$ cat src/rtl/ctrl_seq_pkg.sv
// Shared types, default micro-table and lookup helper for the ctrl_sequencer slice.
// The optional illegal-opcode trap is selected by CTRL_SEQ_TRAP_EN in ctrl_sequencer.sv.
package ctrl_seq_pkg;

    typedef enum logic {
        IDLE = 1'b0,
        EXEC = 1'b1
    } state_t;

    localparam int unsigned UC_CW_W = 8;

    typedef struct packed {
        logic               last;
        logic [UC_CW_W-1:0] word;
    } ucode_entry_t;

    // Step 0 of each opcode is the word the old single-cycle decoder produced.
    localparam logic [UC_CW_W-1:0] UC_OP0_S0 = 8'hC1;
    localparam logic [UC_CW_W-1:0] UC_OP1_S0 = 8'h6A;
    localparam logic [UC_CW_W-1:0] UC_OP1_S1 = 8'h2A;
    localparam logic [UC_CW_W-1:0] UC_OP2_S0 = 8'hA4;
    localparam logic [UC_CW_W-1:0] UC_OP2_S1 = 8'h24;
    localparam logic [UC_CW_W-1:0] UC_OP2_S2 = 8'h04;
    localparam logic [UC_CW_W-1:0] UC_OP3_S0 = 8'h12;

    function automatic int unsigned step_w(input int unsigned steps);
        return (steps > 1) ? $clog2(steps) : 1;
    endfunction

    function automatic ucode_entry_t ucode_lookup(input int unsigned op, input int unsigned stp);
        ucode_entry_t e;
        e.last = 1'b1;
        e.word = '0;
        case (op)
            0: e.word = UC_OP0_S0;
            1: begin
                case (stp)
                    0: begin
                        e.last = 1'b0;
                        e.word = UC_OP1_S0;
                    end
                    default: e.word = UC_OP1_S1;
                endcase
            end
            2: begin
                case (stp)
                    0: begin
                        e.last = 1'b0;
                        e.word = UC_OP2_S0;
                    end
                    1: begin
                        e.last = 1'b0;
                        e.word = UC_OP2_S1;
                    end
                    default: e.word = UC_OP2_S2;
                endcase
            end
            3: e.word = UC_OP3_S0;
            default: begin
                e.last = 1'b1;
                e.word = '0;
            end
        endcase
        return e;
    endfunction

endpackage

$ cat src/rtl/ctrl_seq_rom.sv
// Combinational micro-code ROM: {op, step} -> {last, word}.
// Swap this module for a custom table; opcodes at or above NUM_OPS read as a single zero step.
module ctrl_seq_rom
    import ctrl_seq_pkg::*;
#(
    parameter int unsigned OPC_W   = 2,
    parameter int unsigned CW_W    = 8,
    parameter int unsigned STEPS   = 4,
    parameter int unsigned NUM_OPS = 4
) (
    input  logic [OPC_W-1:0]          op,
    input  logic [step_w(STEPS)-1:0]  step,
    output logic                      last,
    output logic [CW_W-1:0]           word
);

    ucode_entry_t entry;

    always_comb begin
        entry = ucode_lookup(32'(op), 32'(step));
        if (32'(op) >= NUM_OPS) begin
            last = 1'b1;
            word = '0;
        end else begin
            last = entry.last;
            word = CW_W'(entry.word);
        end
    end

endmodule

$ cat src/rtl/ctrl_sequencer.sv
// Multi-step micro-program sequencer with valid/ready issue, stall and back-to-back dispatch.
// Define CTRL_SEQ_TRAP_EN to trap opcodes at or above NUM_OPS and raise the sticky illegal flag.
module ctrl_sequencer
    import ctrl_seq_pkg::*;
#(
    parameter int unsigned OPC_W   = 2,
    parameter int unsigned CW_W    = 8,
    parameter int unsigned STEPS   = 4,
    parameter int unsigned NUM_OPS = 4
) (
    input  logic                      clk,
    input  logic                      rst,
    input  logic                      instr_valid,
    output logic                      instr_ready,
    input  logic [OPC_W-1:0]          opcode,
    input  logic                      stall,
    output logic [CW_W-1:0]           ctrl,
    output logic                      ctrl_valid,
    output logic [step_w(STEPS)-1:0]  step,
    output logic                      done,
    output logic                      illegal
);

    localparam int unsigned SW = step_w(STEPS);

    state_t            state_q, state_d;
    logic [OPC_W-1:0]  op_q, op_d;
    logic [SW-1:0]     step_q, step_d;
    logic              rom_last;
    logic [CW_W-1:0]   rom_word;
    logic              last;
    logic              accept;
    logic              trap_hit;

    ctrl_seq_rom #(
        .OPC_W   (OPC_W),
        .CW_W    (CW_W),
        .STEPS   (STEPS),
        .NUM_OPS (NUM_OPS)
    ) u_rom (
        .op   (op_q),
        .step (step_q),
        .last (rom_last),
        .word (rom_word)
    );

    // The final table slot always terminates, whatever its flag says.
    assign last = rom_last | (step_q == SW'(STEPS - 1));

    always_ff @(posedge clk or posedge rst) begin
        if (rst) begin
            state_q <= IDLE;
            op_q    <= '0;
            step_q  <= '0;
        end else begin
            state_q <= state_d;
            op_q    <= op_d;
            step_q  <= step_d;
        end
    end

`ifdef CTRL_SEQ_TRAP_EN
    localparam logic [OPC_W:0] OP_LIMIT = (OPC_W + 1)'(NUM_OPS);

    logic illegal_q;

    assign trap_hit = ({1'b0, opcode} >= OP_LIMIT);

    always_ff @(posedge clk or posedge rst) begin
        if (rst) begin
            illegal_q <= 1'b0;
        end else if (accept && trap_hit) begin
            illegal_q <= 1'b1;
        end
    end

    assign illegal = illegal_q;
`else
    assign trap_hit = 1'b0;
    assign illegal  = 1'b0;
`endif

    always_comb begin
        instr_ready = (state_q == IDLE) || ((state_q == EXEC) && last && !stall);
        accept      = instr_valid && instr_ready;
        ctrl_valid  = (state_q == EXEC);
        ctrl        = (state_q == EXEC) ? rom_word : '0;
        done        = (state_q == EXEC) && last && !stall;
        step        = step_q;
    end

    // A trapped opcode is still consumed by the handshake, it just never reaches EXEC.
    always_comb begin
        state_d = state_q;
        op_d    = op_q;
        step_d  = step_q;
        case (state_q)
            IDLE: begin
                if (accept && !trap_hit) begin
                    state_d = EXEC;
                    op_d    = opcode;
                    step_d  = '0;
                end
            end
            EXEC: begin
                if (!stall) begin
                    if (!last) begin
                        step_d = step_q + SW'(1);
                    end else if (accept && !trap_hit) begin
                        op_d   = opcode;
                        step_d = '0;
                    end else begin
                        state_d = IDLE;
                    end
                end
            end
            default: state_d = IDLE;
        endcase
    end

endmodule

$ cat config.mk
export PLATFORM = sky130hd
export DESIGN_NAME = ctrl_sequencer
export DESIGN_NICKNAME = d
export VERILOG_FILES = /design/src/rtl/ctrl_seq_pkg.sv /design/src/rtl/ctrl_seq_rom.sv /design/src/rtl/ctrl_sequencer.sv
export SDC_FILE = /design/constraint.sdc
export NUM_CORES = 1
export LEC_CHECK = 0
export CORE_AREA = 2 2 39 41
export DETAILED_ROUTE_END_ITERATION = 6
export DIE_AREA = 0 0 41 43
export PLACE_DENSITY = 0.73
export SLEW_MARGIN = 20
export SYNTH_ARGS = -nofsm -noshare
export SYNTH_HDL_FRONTEND = slang
export SYNTH_SLANG_ARGS = --single-unit
$ cat constraint.sdc
create_clock -name clk -period 2.1 [get_ports clk]
set_input_delay 0.42 -clock clk [delete_from_list [all_inputs] [get_ports clk]]
set_output_delay 0.42 -clock clk [all_outputs]
set_load 0.005 [all_outputs]
**After elaboration in Yosys (flattened, before gate mapping)**

Index checks and enable logic that the tools add are counted.

- Add/subtract/negate cells: 1
- Eq/ne operators: 7
- Muxes and demuxes: 19
- Bitwise gates (word level): 2
- Reduce and logical (&&, ||, !) cells: 9

Operators with widths:

| kind | number |
|---|---|
| 8-bit one-hot mux with 4 select lines | 1 |
| 8-bit one-hot mux with 2 select lines | 1 |
| 2-bit two-way mux | 6 |
| 8-bit two-way mux | 1 |
| 2-bit one-hot mux with 2 select lines | 2 |
| 7-bit two-way mux | 1 |
| 2-bit == test, second input constant | 3 |
| 1-bit two-way mux | 5 |
| 2-bit by 1-bit == test with 1-bit output, second input constant | 2 |
| 2-bit zero test | 2 |
| 1-bit one-hot mux with 2 select lines | 2 |
| 1-bit logical AND | 3 |
| 2-bit by 1-bit adder with 2-bit output, second input constant | 1 |
| 2-bit by 1-bit inequality test with 1-bit output, second input constant | 1 |
| 2-bit inequality test, second input constant | 1 |
| 2-bit AND reduction | 1 |
| 2-bit OR reduction | 1 |
| 1-bit zero test | 1 |
| 1-bit logical OR | 1 |
| 1-bit inverter | 1 |
| 1-bit OR | 1 |

- Register bits: 5
- Input port bits: 6
- Output and inout port bits: 14
- Word-level logic and storage cells: 41

**Longest topological paths before layout**

Gate-level depths: netlist of run 1.

- Word-level depth: 13
- Gate-level depth with buffers: 6
- Mapped depth without buffers: 6

**By module**

From an unflattened synthesis of run 1, not the netlist that was laid out.

- Cells, all modules: 48
- Area total of the unflattened synthesis: 457.9 µm²

By module, submodules not included:

| module | instances | cells each | area each (µm²) |
|---|---|---|---|
| ctrl_sequencer | 1 | 34 | 350.3 |
| ctrl_seq_rom | 1 | 14 | 107.6 |

**Least setup slack after synthesis of run 1**

No wires, ideal clock.

- Kind: register -> output
- Start: register step_q[0] (netlist: step[0])
- End: output instr_ready
- Arrival time: 1.380 ns
- Data required time: 1.680 ns
- Path slack: 0.300 ns
- Stages on the path, launching flop included: 5
- Path buffers: 0
- Path through: dfrtp_1 > inv_1 > ha_1 > o311a_4 > o21ai_0

- Longest elaborated chain between the ends: 8

RTL lines:

| what | line | source |
|---|---|---|
| from (decl) | ctrl_sequencer.sv:28 | `logic [SW-1:0] step_q, step_d;` |
| from (signal assigned) | ctrl_sequencer.sv:58 | `step_q <= step_d;` |
| 2-bit by 1-bit == test with 1-bit output / 2-bit zero test (equally long branches) | ctrl_seq_pkg.sv:46, ctrl_seq_pkg.sv:37 |  |
| 2-bit OR reduction (no source line) | - |  |
| 1-bit two-way mux | ctrl_seq_pkg.sv:46 | `case (stp)` |
| 1-bit one-hot mux with 2 select lines | ctrl_seq_pkg.sv:34 | `case (op)` |
| 1-bit OR (*) | ctrl_sequencer.sv:48 | `assign last = rom_last \| (step_q == SW'(STEPS - 1));` |
| 1-bit logical AND (*) (2 in a row) | ctrl_sequencer.sv:84 | `instr_ready = (state_q == IDLE) \|\| ((state_q == EXEC) && last && !stall);` |
| 1-bit logical OR (*) | ctrl_sequencer.sv:84 |  |
| to (decl) | ctrl_sequencer.sv:14 | `output logic instr_ready,` |

Every way passes the cells marked *; elsewhere a longest branch is shown, timed or not.

**Final worst setup path of run 1**

Same ends and word-level chain as after synthesis.

==> results of run 1 <==
==> power breakdown <==
part,switching [mW],total (mW),internal [mW]
combinational,0.414,1.05,0.640
clock,0.0382,0.110,0.0718
sequential,0.0584,0.198,0.139
total,0.510,1.36,0.851
==> timing repair <==
| item | CTS | global route |
|---|---|---|
| gates resized for setup | 14 | 12 |
| hold endpoints to repair | 0 | 0 |
| setup buffers | 2 | 0 |
| pin swaps | 1 | 1 |
| hold buffers | 0 | 0 |
| setup endpoints to repair | 5 | 4 |
==> logic make-up (layout without fill, tap and decap cells) <==
kind of cell,after synthesis,count (layout),synth area share [%]
AND/OR/NAND/NOR,18,18,22.0
AO/OA/AOI/OAI,12,12,18.7
adder cells (fa/ha/maj),10,10,23.9
buffers and inverters,8,47,6.46
flip-flops,5,5,23.9
multiplexers,2,2,4.31
other,1,1,0.717
==> cells in the mapped netlist <==
library cell,n
nand4b_1,1
nor2b_1,4
o21ai_0,3
inv_1,6
a311o_1,1
dfrtp_1,5
nor3b_1,1
nor2_1,1
conb_1,1
o311a_4,1
nor4bb_1,1
a21bo_2,1
buf_4,1
a21oi_1,2
o211ai_1,2
clkbuf_1,1
ha_1,10
mux2_2,2
and2_1,6
nand2b_1,2
a211oi_1,1
nand3_1,2
a211o_1,1
==> worst min path at each step <==
stage / startpoint / end / slack, ns / cells after the start
2_1_floorplan: rst / ctrl_valid / 0.20 / 1
3_3_place_gp: step[1] / step[1] / 0.61 / 3
3_5_place_dp: rst / ctrl_valid / 0.63 / 2
4_1_cts: rst / ctrl_valid / 0.36 / 2
5_1_grt: rst / op_q[1] / 0.40 / 2
6_report: rst / step[0] / 0.37 / 2
==> per-stage QoR <==
stage / area [sq um] / utilization [%] / setup slack (ns) / instances
global placement: 840 / 60.7 / -0.0483 / 105
detailed placement: 840 / 60.7 / -0.112 / 105
global route: 906 / 65.5 / -0.00739 / 111
CTS: 885 / 63.9 / 0.000154 / 111
floorplan: 523 / - / 0.300 / 56
finish: 906 / 65.5 / 0.0957 / 111
==> state kept, by name, summed over array words and instances, names as in the netlist <==
| register | flops |
|---|---|
| ctrl_valid | 1 |
| step | 2 |
| op_q | 2 |
==> cell usage in the layout, fill, tap and decap left out <==
cell type	netlist	layout
a211o_1	1	1
a211oi_1	1	1
a21bo_2	1	1
a21oi_1	2	1
a21oi_2	0	1
a311o_1	1	1
and2_1	6	6
buf_4	1	18
buf_6	0	1
clkbuf_1	1	1
clkbuf_2	0	2
clkbuf_4	0	3
clkdlybuf4s15_1	0	1
clkdlybuf4s50_1	0	11
conb_1	1	1
dfrtp_1	5	5
dlygate4sd2_1	0	3
dlymetal6s2s_1	0	1
ha_1	10	7
ha_2	0	2
ha_4	0	1
inv_1	6	3
inv_2	0	3
mux2_2	2	2
nand2b_1	2	2
nand3_1	2	2
nand4b_1	1	1
nor2_1	1	1
nor2b_1	4	3
nor2b_2	0	1
nor3b_2	0	1
nor4bb_1	1	1
o211ai_1	2	2
o21ai_0	3	1
o21ai_1	0	1
o21ai_2	0	1
o311a_4	1	1
==> layer usage <==
layer  share of wire, %  GRT usage (%)  wire, microns  up-vias
met1                 40           20.8            532      255
met4                1.7           8.00             23        0
met2                 56           30.6            737        9
li1                   -              -              -      271
met3                2.3           1.57             30        2
met5                  0              0              0        -
==> cell type report <==
class | count | area [sq um] | share of cell area, %
Multi-Input combinational cell | 43 | 397 | 43.8
Timing Repair Buffer | 37 | 315 | 34.8
Sequential cell | 5 | 125 | 13.8
Clock buffer | 4 | 26.3 | 2.90
Inverter | 6 | 22.5 | 2.49
Tap cell | 16 | 20.0 | 2.21
==> results.py, run 1 <==
metrics = {
    "worst_setup_path": {
        "cp_data_arrival_time_ns": 1.58,
        "timing.rr.start": "step[0]",
        "cp-startpoint": "step[0]",
        "critical_path_depth": 6,
        "cp_slowest_cell": "dfrtp_1",
        "path_class": "reg2out",
        "critPathLaunchType": "flip-flop",
        "setup.worst_path.end_class": "primary output",
        "required_ns": 1.68,
        "critPathMaxFanout": 4,
        "rrSetupSlack_ns": 0.30,
        "rr_worst_depth": 7,
        "crit_path_cell_trace": "buf_4, ha_1, nor2b_2, o311a_4, o21ai_2, clkbuf_2",
        "critPathMaxStageDelay_ns": 0.40,
        "crit_family": "flip-flops",
        "crit_end": "instr_ready",
        "critPathBufInv": 2,
        "r2r_end": "step[0]",
    },
    "final_layout": {
        "n_antenna_cell": 0,
        "fillCellCount": 116,
        "drive_above_1_share_pct": 40.0,
        "area_growth_pct": 73.2,
        "num-nets-final": 112,
    },
    "power": {
        "max-vdd-ir-drop_mv": 0.891,
        "power.leakage_nw": 0.445,
        "power.density_mw_per_mm2": 1500,
        "p_total_mw": 1.36,
    },
    "cts": {
        "clk_latency_ns": 0.24,
        "path_clk_slew_ns": 0.04,
        "h-tree-depth": 1,
        "cts_root_buffer": "clkbuf_4",
        "cts_tree": "done",
        "cts.sinks": 5,
        "clockBufferDepth": 2,
        "cts_buffers": 3,
    },
    "sta": {
        "setup_violations": 0,
        "drv_slew": 0,
        "hold_viol": 0,
        "period_minus_slack_ns": 2.00,
        "whs_ns": 0.369,
        "period_share_pct": 95.4,
        "clock.fmax_ghz": 0.499,
        "finClkSkew_ns": 0.00241,
        "setup_tns_ns": 0,
    },
    "synthesis": {
        "synth_top_area_share_pct": 23.9,
        "yosys.area.top_type": "dfrtp_1",
        "avgSynthCellArea_sq_um": 9.34,
        "yosys-top-cells-area": "dfrtp_1 (24%), ha_1 (24%), and2_1 (7.2%)",
        "mappedNetlistArea_sq_um": 523,
        "yosys_register_bits": 5,
        "syn_inst": 56,
        "ys_types": 23,
        "ys_warn_count": 0,
        "ys_seq_area_share_pct": 23.9,
        "syn-num-nets": 72,
    },
    "global_routing": {
        "overflow": 0,
        "grt_pass1_wl_mm": 2.17,
        "grt_antenna_before_repair": 0,
        "grt_pass1_vias": 559,
        "grt_usage_pct": 17.8,
        "grt_max_degree": 19,
    },
    "die": {
        "fp.dieArea_sq_mm": 0.00176,
        "start_util_pct": 37.8,
        "die_h_microns": 43,
        "rows": 14,
        "fp.dieW_microns": 41,
        "core_sq_mm": 0.00138,
        "io_pins": 20,
    },
    "drt": {
        "dr.pass1.iters": 3,
        "drcViolationCount": 0,
        "first_iter_violations": 1,
        "ant_nets": 0,
        "vias_per_cell": 4.84,
        "wl_mm": 1.32,
        "detail_route.wl_per_cell_microns": 11.9,
        "vias": 537,
    },
    "placement": {
        "numPortBuffers": 18,
        "gp_congestion": 0.752,
        "post-dp-hpwl_microns": 982,
    },
    "run": {
        "drv_cap": 0,
    },
    "status": {
        "status": "complete, no violations",
    },
    "worst_hold_path": {
        "hold_path.class": "in2async",
    },
}
Note: power is estimated with default switching activity, not from simulation.
==> run 2: changes to the inputs <==
--- a/config.mk
+++ b/config.mk
@@ -8,6 +8,7 @@
 export CORE_AREA = 2 2 39 41
 export DETAILED_ROUTE_END_ITERATION = 6
 export DIE_AREA = 0 0 41 43
+export GPL_TIMING_DRIVEN = 0
 export PLACE_DENSITY = 0.73
 export SLEW_MARGIN = 20
 export SYNTH_ARGS = -nofsm -noshare
==> run 2 against run 1 <==
Net effect:
- combinational power decreased by 9.8%
- routed wire length fell by 20%
- sequential share of layout area is 1.5 points higher
- die area did not move
- count of clock-buffer cells in the layout is the same
- clock power about the same
- largest power group unchanged
==> results.py, run 2 (synthesis gave the netlist of run 1 again) <==
metrics = {
    "status": {
        "status": "complete, no violations",
    },
    "placement": {
        "place_area_sq_um": 723,
        "numPortBuffers": 18,
        "dp_cells": 90,
        "dp_slack_ns": -0.293,
        "post-dp-hpwl_microns": 755,
        "gp_congestion": 0.753,
    },
    "cts": {
        "clk_latency_ns": 0.24,
        "cts_root_buffer": "clkbuf_4",
        "path_clk_slew_ns": 0.04,
        "h-tree-depth": 1,
        "cts_buffers": 3,
        "postCtsHoldBufs": 0,
        "cts.sinks": 5,
        "cts_tree": "done",
        "clockBufferDepth": 2,
    },
    "worst_setup_path": {
        "setup.worst_path.end_class": "primary output",
        "cp_slowest_cell": "dfrtp_2",
        "critPathMaxFanout": 4,
        "critPathLaunchType": "flip-flop",
        "timing.rr.start": "step[0]",
        "critPathMaxStageDelay_ns": 0.42,
        "crit_path_cell_trace": "buf_4, ha_1, nor2b_2, o311a_4, nor3b_2, buf_2",
        "cp-startpoint": "step[0]",
        "cp_data_arrival_time_ns": 1.58,
        "path_class": "reg2out",
        "required_ns": 1.68,
    },
    "global_routing": {
        "grt_max_degree": 11,
        "grt_antenna_before_repair": 0,
        "overflow": 0,
        "grt_pass1_wl_mm": 1.73,
        "grt_pass1_vias": 422,
        "grt_usage_pct": 14.3,
    },
    "die": {
        "fp.dieW_microns": 41,
        "die_h_microns": 43,
        "fp.dieArea_sq_mm": 0.00176,
        "core_sq_mm": 0.00138,
        "rows": 14,
        "io_pins": 20,
        "start_util_pct": 37.8,
    },
    "sta": {
        "hold_viol": 0,
        "rsz0062_at_grt": "no",
        "period_minus_slack_ns": 2.00,
        "timing.final.ws_setup_ns": 0.104,
        "setup_tns_ns": 0,
        "setup_violations": 0,
        "drv_slew": 0,
        "whs_ns": 0.365,
        "finClkSkew_ns": 0.000672,
        "period_share_pct": 95.0,
        "clock.fmax_ghz": 0.501,
    },
    "drt": {
        "vias_per_cell": 4.76,
        "dr.pass1.iters": 2,
        "vias": 486,
        "first_iter_violations": 1,
        "detail_route.wl_per_cell_microns": 10.4,
        "ant_nets": 0,
        "drcViolationCount": 0,
        "wl_mm": 1.06,
    },
    "run": {
        "drv_cap": 0,
    },
    "final_layout": {
        "final_common_cell": "clkdlybuf4s50_1",
        "mostFrequentLayoutCells": "clkdlybuf4s50_1 (13), buf_4 (9), ha_1 (7)",
        "drive_above_1_share_pct": 38.4,
        "final_cell_area_sq_um": 852,
        "finish.utilization_pct": 61.6,
        "num-nets-final": 103,
        "fillCellCount": 116,
        "area_growth_pct": 62.9,
        "n_antenna_cell": 0,
        "finalNonFillerCells": 102,
    },
    "power": {
        "power.density_mw_per_mm2": 1480,
        "p_total_mw": 1.26,
        "max-vdd-ir-drop_mv": 0.810,
        "power.leakage_nw": 0.411,
    },
    "worst_hold_path": {
        "hold_path.class": "in2async",
    },
}
==> run 2: cell count changes in the layout (fill, tap and decap cells not counted), moves of 2 or more <==
cell,previous run,this run
buf_4,18,9
dlygate4sd2_1,3,0
dfrtp_2,0,4
clkdlybuf4s50_1,11,13
dfrtp_1,5,1
dlymetal6s2s_1,1,3
==> run 2: critical path: cells and delay by family (launching register included) <==
family,cells,cell delay (ns)
adders and majority gates,1,0.20
AOI/OAI and AO/OA,1,0.23
DFF,1,0.42
buffers and inverters,2,0.29
and+or+nand+nor,2,0.19
==> run 2: final timing paths <==
| kind | to | slack (ns) | cells past startpoint |
|---|---|---|---|
| max in group asynchronous | op_q[1] | 1.56 | 2 |
| min in group clk | ctrl_valid | 0.61 | 2 |
| setup / recovery | done | 0.10 | 6 |
| setup reg to reg | step[0] | 0.31 | 7 |
| hold reg to reg | ctrl_valid | 0.61 | 2 |
| hold / removal | step[1] | 0.37 | 2 |
==> run 2: cell type report <==
class	count	area, sq um	share of cell area, %
multi-input cells	43	403	47.3
repair buffers	26	238	27.9
flip-flops and latches	5	130	15.3
clock buffers	4	26.3	3.08
inverters	6	22.5	2.64
well taps	16	20.0	2.35
plain buffers	2	12.5	1.47
==> run 2: where the power goes <==
group	leakage, nW	total, mW	switching, mW	internal (mW)
registers	0.0557	0.202	0.0548	0.147
logic	0.340	0.947	0.376	0.571
clock network	0.0150	0.110	0.0378	0.0717
total	0.411	1.26	0.468	0.790
==> run 2: metal layers <==
| metal | track usage (%) | part of all wire [%] | vias to the layer above |
|---|---|---|---|
| met5 | 0 | 0 | - |
| met4 | 8.00 | 2.0 | 0 |
| met3 | 1.57 | 3.4 | 2 |
| met2 | 20.9 | 50 | 9 |
| met1 | 19.7 | 44 | 224 |
| li1 | - | - | 251 |
==> run 2: what timing repair did <==
item	in CTS	in global routing
setup endpoints to repair	9	9
pin swaps	1	1
cloned	0	0
resized for setup	21	7
setup buffers	6	2
